**src/rtl/spi_slave_responder.sv**
```systemverilog
// SPI responder shift engine: oversamples SCLK/SS_N/MOSI, shifts one DATA_W frame per select.
// Optional macro SPI_RESP_LSB_FIRST_EN switches both shift directions to LSB-first.
module spi_slave_responder #(
  parameter int DATA_W      = 8,
  parameter bit CPOL        = 1'b0,
  parameter bit CPHA        = 1'b0,
  parameter int SYNC_STAGES = 2
) (
  input  logic              CLK,
  input  logic              CLR,
  input  logic              SCLK,
  input  logic              SS_N,
  input  logic              MOSI,
  output logic              MISO,
  output logic              MISO_OE,
  input  logic [DATA_W-1:0] TX_DATA,
  input  logic              TX_WRITE,
  output logic              TX_FULL,
  output logic [DATA_W-1:0] RX_DATA,
  input  logic              RX_READ,
  output logic              RX_FULL,
  output logic              OVERRUN,
  output logic              UNDERRUN,
  output logic              BUSY
);

  localparam int CNT_W = $clog2(DATA_W + 1);

  typedef enum logic [1:0] {ST_IDLE, ST_LOAD, ST_SHIFT, ST_DONE} state_t;

`ifdef SPI_RESP_LSB_FIRST_EN
  function automatic logic tx_head(input logic [DATA_W-1:0] v);
    return v[0];
  endfunction
  function automatic logic [DATA_W-1:0] tx_next(input logic [DATA_W-1:0] v);
    return {1'b0, v[DATA_W-1:1]};
  endfunction
  function automatic logic [DATA_W-1:0] rx_next(input logic [DATA_W-1:0] v, input logic b);
    return {b, v[DATA_W-1:1]};
  endfunction
`else
  function automatic logic tx_head(input logic [DATA_W-1:0] v);
    return v[DATA_W-1];
  endfunction
  function automatic logic [DATA_W-1:0] tx_next(input logic [DATA_W-1:0] v);
    return {v[DATA_W-2:0], 1'b0};
  endfunction
  function automatic logic [DATA_W-1:0] rx_next(input logic [DATA_W-1:0] v, input logic b);
    return {v[DATA_W-2:0], b};
  endfunction
`endif

  logic [SYNC_STAGES-1:0] sclk_sync_q, ss_sync_q, mosi_sync_q;
  logic                   sclk_prev_q, ss_prev_q;

  // Synchronizers and one-cycle history for edge detection
  always_ff @(posedge CLK) begin
    if (!CLR) begin
      sclk_sync_q <= {SYNC_STAGES{CPOL}};
      ss_sync_q   <= {SYNC_STAGES{1'b1}};
      mosi_sync_q <= '0;
      sclk_prev_q <= CPOL;
      ss_prev_q   <= 1'b1;
    end else begin
      sclk_sync_q <= {sclk_sync_q[SYNC_STAGES-2:0], SCLK};
      ss_sync_q   <= {ss_sync_q[SYNC_STAGES-2:0], SS_N};
      mosi_sync_q <= {mosi_sync_q[SYNC_STAGES-2:0], MOSI};
      sclk_prev_q <= sclk_sync_q[SYNC_STAGES-1];
      ss_prev_q   <= ss_sync_q[SYNC_STAGES-1];
    end
  end

  logic sclk_s, ss_s, mosi_s, lead_s, trail_s, sample_s, shift_s, ss_fall_s;

  assign sclk_s    = sclk_sync_q[SYNC_STAGES-1];
  assign ss_s      = ss_sync_q[SYNC_STAGES-1];
  assign mosi_s    = mosi_sync_q[SYNC_STAGES-1];
  assign lead_s    = (sclk_s != CPOL) && (sclk_prev_q == CPOL);
  assign trail_s   = (sclk_s == CPOL) && (sclk_prev_q != CPOL);
  assign sample_s  = CPHA ? trail_s : lead_s;
  assign shift_s   = CPHA ? lead_s : trail_s;
  assign ss_fall_s = !ss_s && ss_prev_q;

  state_t             state_q, state_d;
  logic [CNT_W-1:0]   cnt_q, cnt_d;
  logic [DATA_W-1:0]  tx_sr_q, tx_sr_d, rx_sr_q, rx_sr_d;
  logic [DATA_W-1:0]  tx_buf_q, tx_buf_d, rx_data_q, rx_data_d;
  logic               tx_full_q, tx_full_d, rx_full_q, rx_full_d;
  logic               ovr_q, ovr_d, und_q, und_d;
  logic               miso_q, miso_d, miso_oe_q, miso_oe_d, busy_q, busy_d;
  logic               tx_consume_s, und_set_s, done_s;

  // Next-state, shift datapath and holding-buffer logic
  always_comb begin
    state_d      = state_q;
    cnt_d        = cnt_q;
    tx_sr_d      = tx_sr_q;
    rx_sr_d      = rx_sr_q;
    rx_data_d    = rx_data_q;
    miso_d       = miso_q;
    tx_consume_s = 1'b0;
    und_set_s    = 1'b0;
    done_s       = 1'b0;

    case (state_q)
      ST_IDLE: begin
        if (ss_fall_s) state_d = ST_LOAD;
        else           state_d = ST_IDLE;
      end
      ST_LOAD: begin
        if (tx_full_q) begin
          tx_sr_d      = tx_buf_q;
          tx_consume_s = 1'b1;
        end else begin
          tx_sr_d   = '0;
          und_set_s = 1'b1;
        end
        miso_d  = tx_head(tx_sr_d);
        rx_sr_d = '0;
        cnt_d   = '0;
        state_d = ST_SHIFT;
      end
      ST_SHIFT: begin
        if (ss_s) begin
          state_d = ST_IDLE;
        end else if (sample_s) begin
          rx_sr_d = rx_next(rx_sr_q, mosi_s);
          cnt_d   = cnt_q + CNT_W'(1);
          if (cnt_q == CNT_W'(DATA_W - 1)) state_d = ST_DONE;
          else                             state_d = ST_SHIFT;
        end else if (shift_s && (cnt_q != '0)) begin
          // A shift edge before the first sample keeps the head bit on the line
          tx_sr_d = tx_next(tx_sr_q);
          miso_d  = tx_head(tx_sr_d);
        end else begin
          state_d = ST_SHIFT;
        end
      end
      ST_DONE: begin
        rx_data_d = rx_sr_q;
        done_s    = 1'b1;
        cnt_d     = '0;
        if (ss_s) state_d = ST_IDLE;
        else      state_d = ST_LOAD;
      end
      default: begin
        state_d = ST_IDLE;
      end
    endcase

    tx_buf_d  = tx_buf_q;
    tx_full_d = tx_consume_s ? 1'b0 : tx_full_q;
    if (TX_WRITE && (!tx_full_q || tx_consume_s)) begin
      tx_buf_d  = TX_DATA;
      tx_full_d = 1'b1;
    end else begin
      tx_buf_d  = tx_buf_q;
    end

    if (und_set_s)     und_d = 1'b1;
    else if (TX_WRITE) und_d = 1'b0;
    else               und_d = und_q;

    if (done_s) begin
      rx_full_d = 1'b1;
      if (RX_READ)        ovr_d = 1'b0;
      else if (rx_full_q) ovr_d = 1'b1;
      else                ovr_d = ovr_q;
    end else if (RX_READ) begin
      rx_full_d = 1'b0;
      ovr_d     = 1'b0;
    end else begin
      rx_full_d = rx_full_q;
      ovr_d     = ovr_q;
    end

    busy_d    = (state_d != ST_IDLE);
    miso_oe_d = (state_d != ST_IDLE) && !ss_s;
  end

  // State and output registers
  always_ff @(posedge CLK) begin
    if (!CLR) begin
      state_q   <= ST_IDLE;
      cnt_q     <= '0;
      tx_sr_q   <= '0;
      rx_sr_q   <= '0;
      tx_buf_q  <= '0;
      rx_data_q <= '0;
      tx_full_q <= 1'b0;
      rx_full_q <= 1'b0;
      ovr_q     <= 1'b0;
      und_q     <= 1'b0;
      miso_q    <= 1'b0;
      miso_oe_q <= 1'b0;
      busy_q    <= 1'b0;
    end else begin
      state_q   <= state_d;
      cnt_q     <= cnt_d;
      tx_sr_q   <= tx_sr_d;
      rx_sr_q   <= rx_sr_d;
      tx_buf_q  <= tx_buf_d;
      rx_data_q <= rx_data_d;
      tx_full_q <= tx_full_d;
      rx_full_q <= rx_full_d;
      ovr_q     <= ovr_d;
      und_q     <= und_d;
      miso_q    <= miso_d;
      miso_oe_q <= miso_oe_d;
      busy_q    <= busy_d;
    end
  end

  assign MISO     = miso_q;
  assign MISO_OE  = miso_oe_q;
  assign TX_FULL  = tx_full_q;
  assign RX_DATA  = rx_data_q;
  assign RX_FULL  = rx_full_q;
  assign OVERRUN  = ovr_q;
  assign UNDERRUN = und_q;
  assign BUSY     = busy_q;

endmodule

```
**config.mk**
```make
export PLATFORM = sky130hd
export DESIGN_NAME = spi_slave_responder
export DESIGN_NICKNAME = d
export VERILOG_FILES = /design/src/rtl/spi_slave_responder.sv
export SDC_FILE = /design/constraint.sdc
export NUM_CORES = 1
export LEC_CHECK = 0
export ABC_CLOCK_PERIOD_IN_PS = 4000
export CAP_MARGIN = 20
export CORE_ASPECT_RATIO = 0.6
export CORE_MARGIN = 10
export CORE_UTILIZATION = 55
export DETAILED_ROUTE_END_ITERATION = 7
export PLACE_DENSITY_LB_ADDON = 0.1
export SLEW_MARGIN = 20
export SYNTH_ARGS = -nofsm -noshare
export SYNTH_HDL_FRONTEND = slang
export SYNTH_SLANG_ARGS = --single-unit
```
**constraint.sdc**
```tcl
create_clock -name CLK -period 4 [get_ports CLK]
set_input_delay 0.8 -clock CLK [delete_from_list [all_inputs] [get_ports CLK]]
set_output_delay 0.8 -clock CLK [all_outputs]
set_load 0.005 [all_outputs]
```
==> results_dict.tcl <==
set metrics [dict create \
    run_status "completed" \
    wirelength_um 4200 \
    fmaxAchievable_ghz 0.442 \
    hpwlAfterDp_um 2980 \
    slowest_stage "a21boi_1" \
    crit_path_max_fanout 8 \
    gpl.final_weighted_congestion 0.748 \
    final_antenna_net_count 0 \
    clkLatencyLatePin_ns 0.30 \
    drc 0 \
    seq_area_frac_synth 0.486 \
    detail_route.wl_per_cell_um 14.2 \
    worst_slew_margin_rel 0.326 \
    fp.dieH_um 68.3 \
    rsz_0062_raised_after_global_routing "no" \
    antenna_found_initial 0 \
    timing.critical_path.required_ns 4.20 \
    port_buffers 29 \
    most_used_cells_in_the_layout_excluding_fill_and_tap_cells "dfxtp_1, nand2_1, clkdlybuf4s50_1, a21boi_0, nand3_1" \
    timing.final.max_slew_violations 0 \
    path_delay_family "compound AO/OA/AOI/OAI gates" \
    cts_tree "yes" \
    detailedRoute.firstPassIterationCount 4 \
    layout-drive-gt1-share 0.0683 \
    layout.cells.most_common "dfxtp_1" \
    diodes 0 \
    drt_iter0_drc 83 \
    floorplan.initialDensity 0.578 \
    fin_setup_tns_ns 0 \
    grt_pass1_wl_um 7380 \
    post-route-util 0.675 \
    cell_internal_pwr_mw 0.706 \
    cts-htree-levels 2 \
    setup.worst_path.class "in2reg" \
    synthToLayoutAreaGrowth_pct 16.7 \
    vdd.ir_drop.worst_mv 0.301 \
    crit_chain "clkdlybuf4s50_1 -> a21boi_1 -> mux2i_1 -> nor2b_1" \
    p_sw_mw 0.197 \
    netSwitchingFraction 0.218 \
    power.static_leakage_nw 0.944 \
    postSynthNetCount 243 \
    critical_path.max_stage_delay_ns 0.82 \
    die_w_um 101 \
    cts_buffers 5 \
    maximum_buffer_depth_of_the_clock_tree 2 \
    inst_count_dp 288 \
    cp_num_buf_inv 1 \
    synthCells 226 \
    io_pins 30 \
    layout_nets 265 \
    finClkSkew_ns 0.00629 \
    grt_overflow_total 0 \
    portion_of_the_clock_cycle_consumed_by_the_worst_path_in_the_final_layout 0.566 \
    worstPathArrival_ns 2.46 \
    minimum_clock_period_ns 2.26 \
    final-hold-violation-count 0 \
    cts_repair_resize_count 0 \
    dieArea_um2 6870 \
    drt-vias-per-instance 5.26 \
    syn-cell-area_um2 2140 \
    worst_setup_path_end_kind "register" \
    synth.lib_cells_used.distinct 33 \
    grt_pass1_vias 1494 \
    detailroute.via_count 1557 \
    grtUsageTotal 0.132 \
    combinationalPowerShare 0.066 \
    core-area_um2 3700 \
    clk_pin_slew_ns 0.09 \
    cts.root.buffer_cell "clkbuf_8" \
    placementRows 17 \
    grt_start_max_net_pins 33 \
    drv_cap 0 \
    clock_sink_count 52 \
    cp-start-kind "input pin" \
    cts_hold_buffers 0 \
    share_of_power_burned_in_registers 0.600 \
    worst_pin_slew_ns 1.01 \
    layoutNonFillerInstCount 296 \
    clock_network_fraction_of_design_power 0.334 \
    synthesis.area_per_instance_um2 9.47 \
    final.fill_count 309 \
    finalSetupViolations 0 \
    worst_hold_path_type "reg2reg" \
    ys_seq_elements 52 \
    power_density_nw_per_um2 362 \
    cts_post_setup_buffers_inserted 0 \
    synth_warnings 0 \
]
-- state kept, by name, summed over array words and instances (netlist names) --
name,cells
BUSY,1
ss_prev_q,1
RX_FULL,1
state_q,2
RX_DATA,8
rx_sr_q,8
TX_FULL,1
sclk_prev_q,1
MISO_OE,1
tx_buf_q,8
ss_sync_q,2
OVERRUN,1
sclk_sync_q,2
MISO,1
tx_sr_q,7
UNDERRUN,1
cnt_q,4
mosi_sync_q,2
-- logic make-up (layout without fill, tap and decap cells) --
| logic type | Yosys count | in the layout | synth area share |
|---|---|---|---|
| adders and majority gates | 2 | 2 | 0.0117 |
| AOI/OAI and AO/OA | 36 | 36 | 0.134 |
| muxes | 8 | 8 | 0.0374 |
| and+or+nand+nor | 107 | 107 | 0.269 |
| xor gates and xnor gates | 3 | 3 | 0.0123 |
| buffers and inverters | 18 | 41 | 0.0491 |
| DFF | 52 | 52 | 0.486 |
-- path summary, 6_finish.rpt --
path                            from                  endpoint  slack [ns]  depth (start not counted)
min reg2reg  ss_sync_q[0]$_SDFF_PN1_   ss_sync_q[1]$_SDFF_PN1_        0.41                          1
max                         TX_WRITE  tx_buf_q[4]$_SDFFE_PN0P_        1.74                          4
max reg2reg    state_q[0]$_SDFF_PN0_  tx_buf_q[4]$_SDFFE_PN0P_        2.00                          4
min          ss_sync_q[0]$_SDFF_PN1_   ss_sync_q[1]$_SDFF_PN1_        0.41                          1
-- power by group through the flow --
stage / logic (mW) / registers, mW / clock network (mW)
2_1_floorplan: 0.0411 / 0.549 / 0
5_1_grt: 0.0667 / 0.544 / 0.331
3_3_place_gp: 0.0596 / 0.553 / 0
4_1_cts: 0.0605 / 0.541 / 0.311
3_5_place_dp: 0.0600 / 0.554 / 0
6_report: 0.0600 / 0.541 / 0.301
-- layout make-up --
cell class | instances | area, µm² | share of cell area
tap | 47 | 58.8 | 0.0235
sequential | 52 | 1040 | 0.417
inverter | 3 | 11.3 | 0.00451
multi-input combinational | 156 | 995 | 0.398
clock inverter | 1 | 7.51 | 0.00301
clock buffer | 7 | 86.3 | 0.0346
timing repair buffer | 30 | 298 | 0.119
-- through the flow --
stage | setup slack (ns) | instance area, µm² | power, mW | hold WS, ns
floorplan | 2.47 | 2140 | 0.590 | 0.386
global placement | 1.42 | 2400 | 0.613 | 0.391
detailed placement | 1.39 | 2400 | 0.613 | 0.392
CTS | 1.72 | 2500 | 0.913 | 0.412
global route | 1.61 | 2500 | 0.941 | 0.441
finish | 1.74 | 2500 | 0.903 | 0.412
-- worst register-to-register path, cell delays in order (launching register included) --
cell and delay, ns:
dfxtp_1 0.53, nand2b_4 0.19, a21boi_1 0.84, mux2i_1 0.28, nor2b_1 0.06
-- cells in the mapped netlist --
cell type,instances,area share
nor3b_1,1,0.0035
nor3_4,1,0.0076
nor3b_2,1,0.0058
xor2_1,2,0.0082
ha_1,2,0.012
dfxtp_1,52,0.49
o21a_1,1,0.0035
buf_4,2,0.0070
buf_6,4,0.021
and2_1,9,0.026
nor2b_2,1,0.0041
nor3_1,3,0.0070
a21boi_0,17,0.060
nor2_1,11,0.019
or3_1,1,0.0029
a21oi_1,5,0.012
inv_1,3,0.0053
and2_4,1,0.0041
o211a_1,7,0.033
clkbuf_1,9,0.016
o21ai_4,2,0.015
nand2b_1,7,0.020
o22ai_1,1,0.0029
nand2b_4,2,0.013
nor2b_1,10,0.029
xnor2_1,1,0.0041
a21boi_1,1,0.0035
nand4_1,8,0.023
nand3_1,16,0.037
nand2_1,34,0.060
o21ai_0,2,0.0047
and4bb_2,1,0.0058
mux2i_1,8,0.037
-- routing by layer --
layer  part of all wire  routed length (µm)  vias to the layer above  global-route usage
li1                   -                   -                      809                   -
met1               0.53                2210                      704               0.187
met2               0.40                1660                       38               0.177
met3              0.065                 273                        6              0.0503
met4              0.011                  48                        0              0.0456
met5                  0                   0                        -                   0
Power figures use the tool's default switching activity.
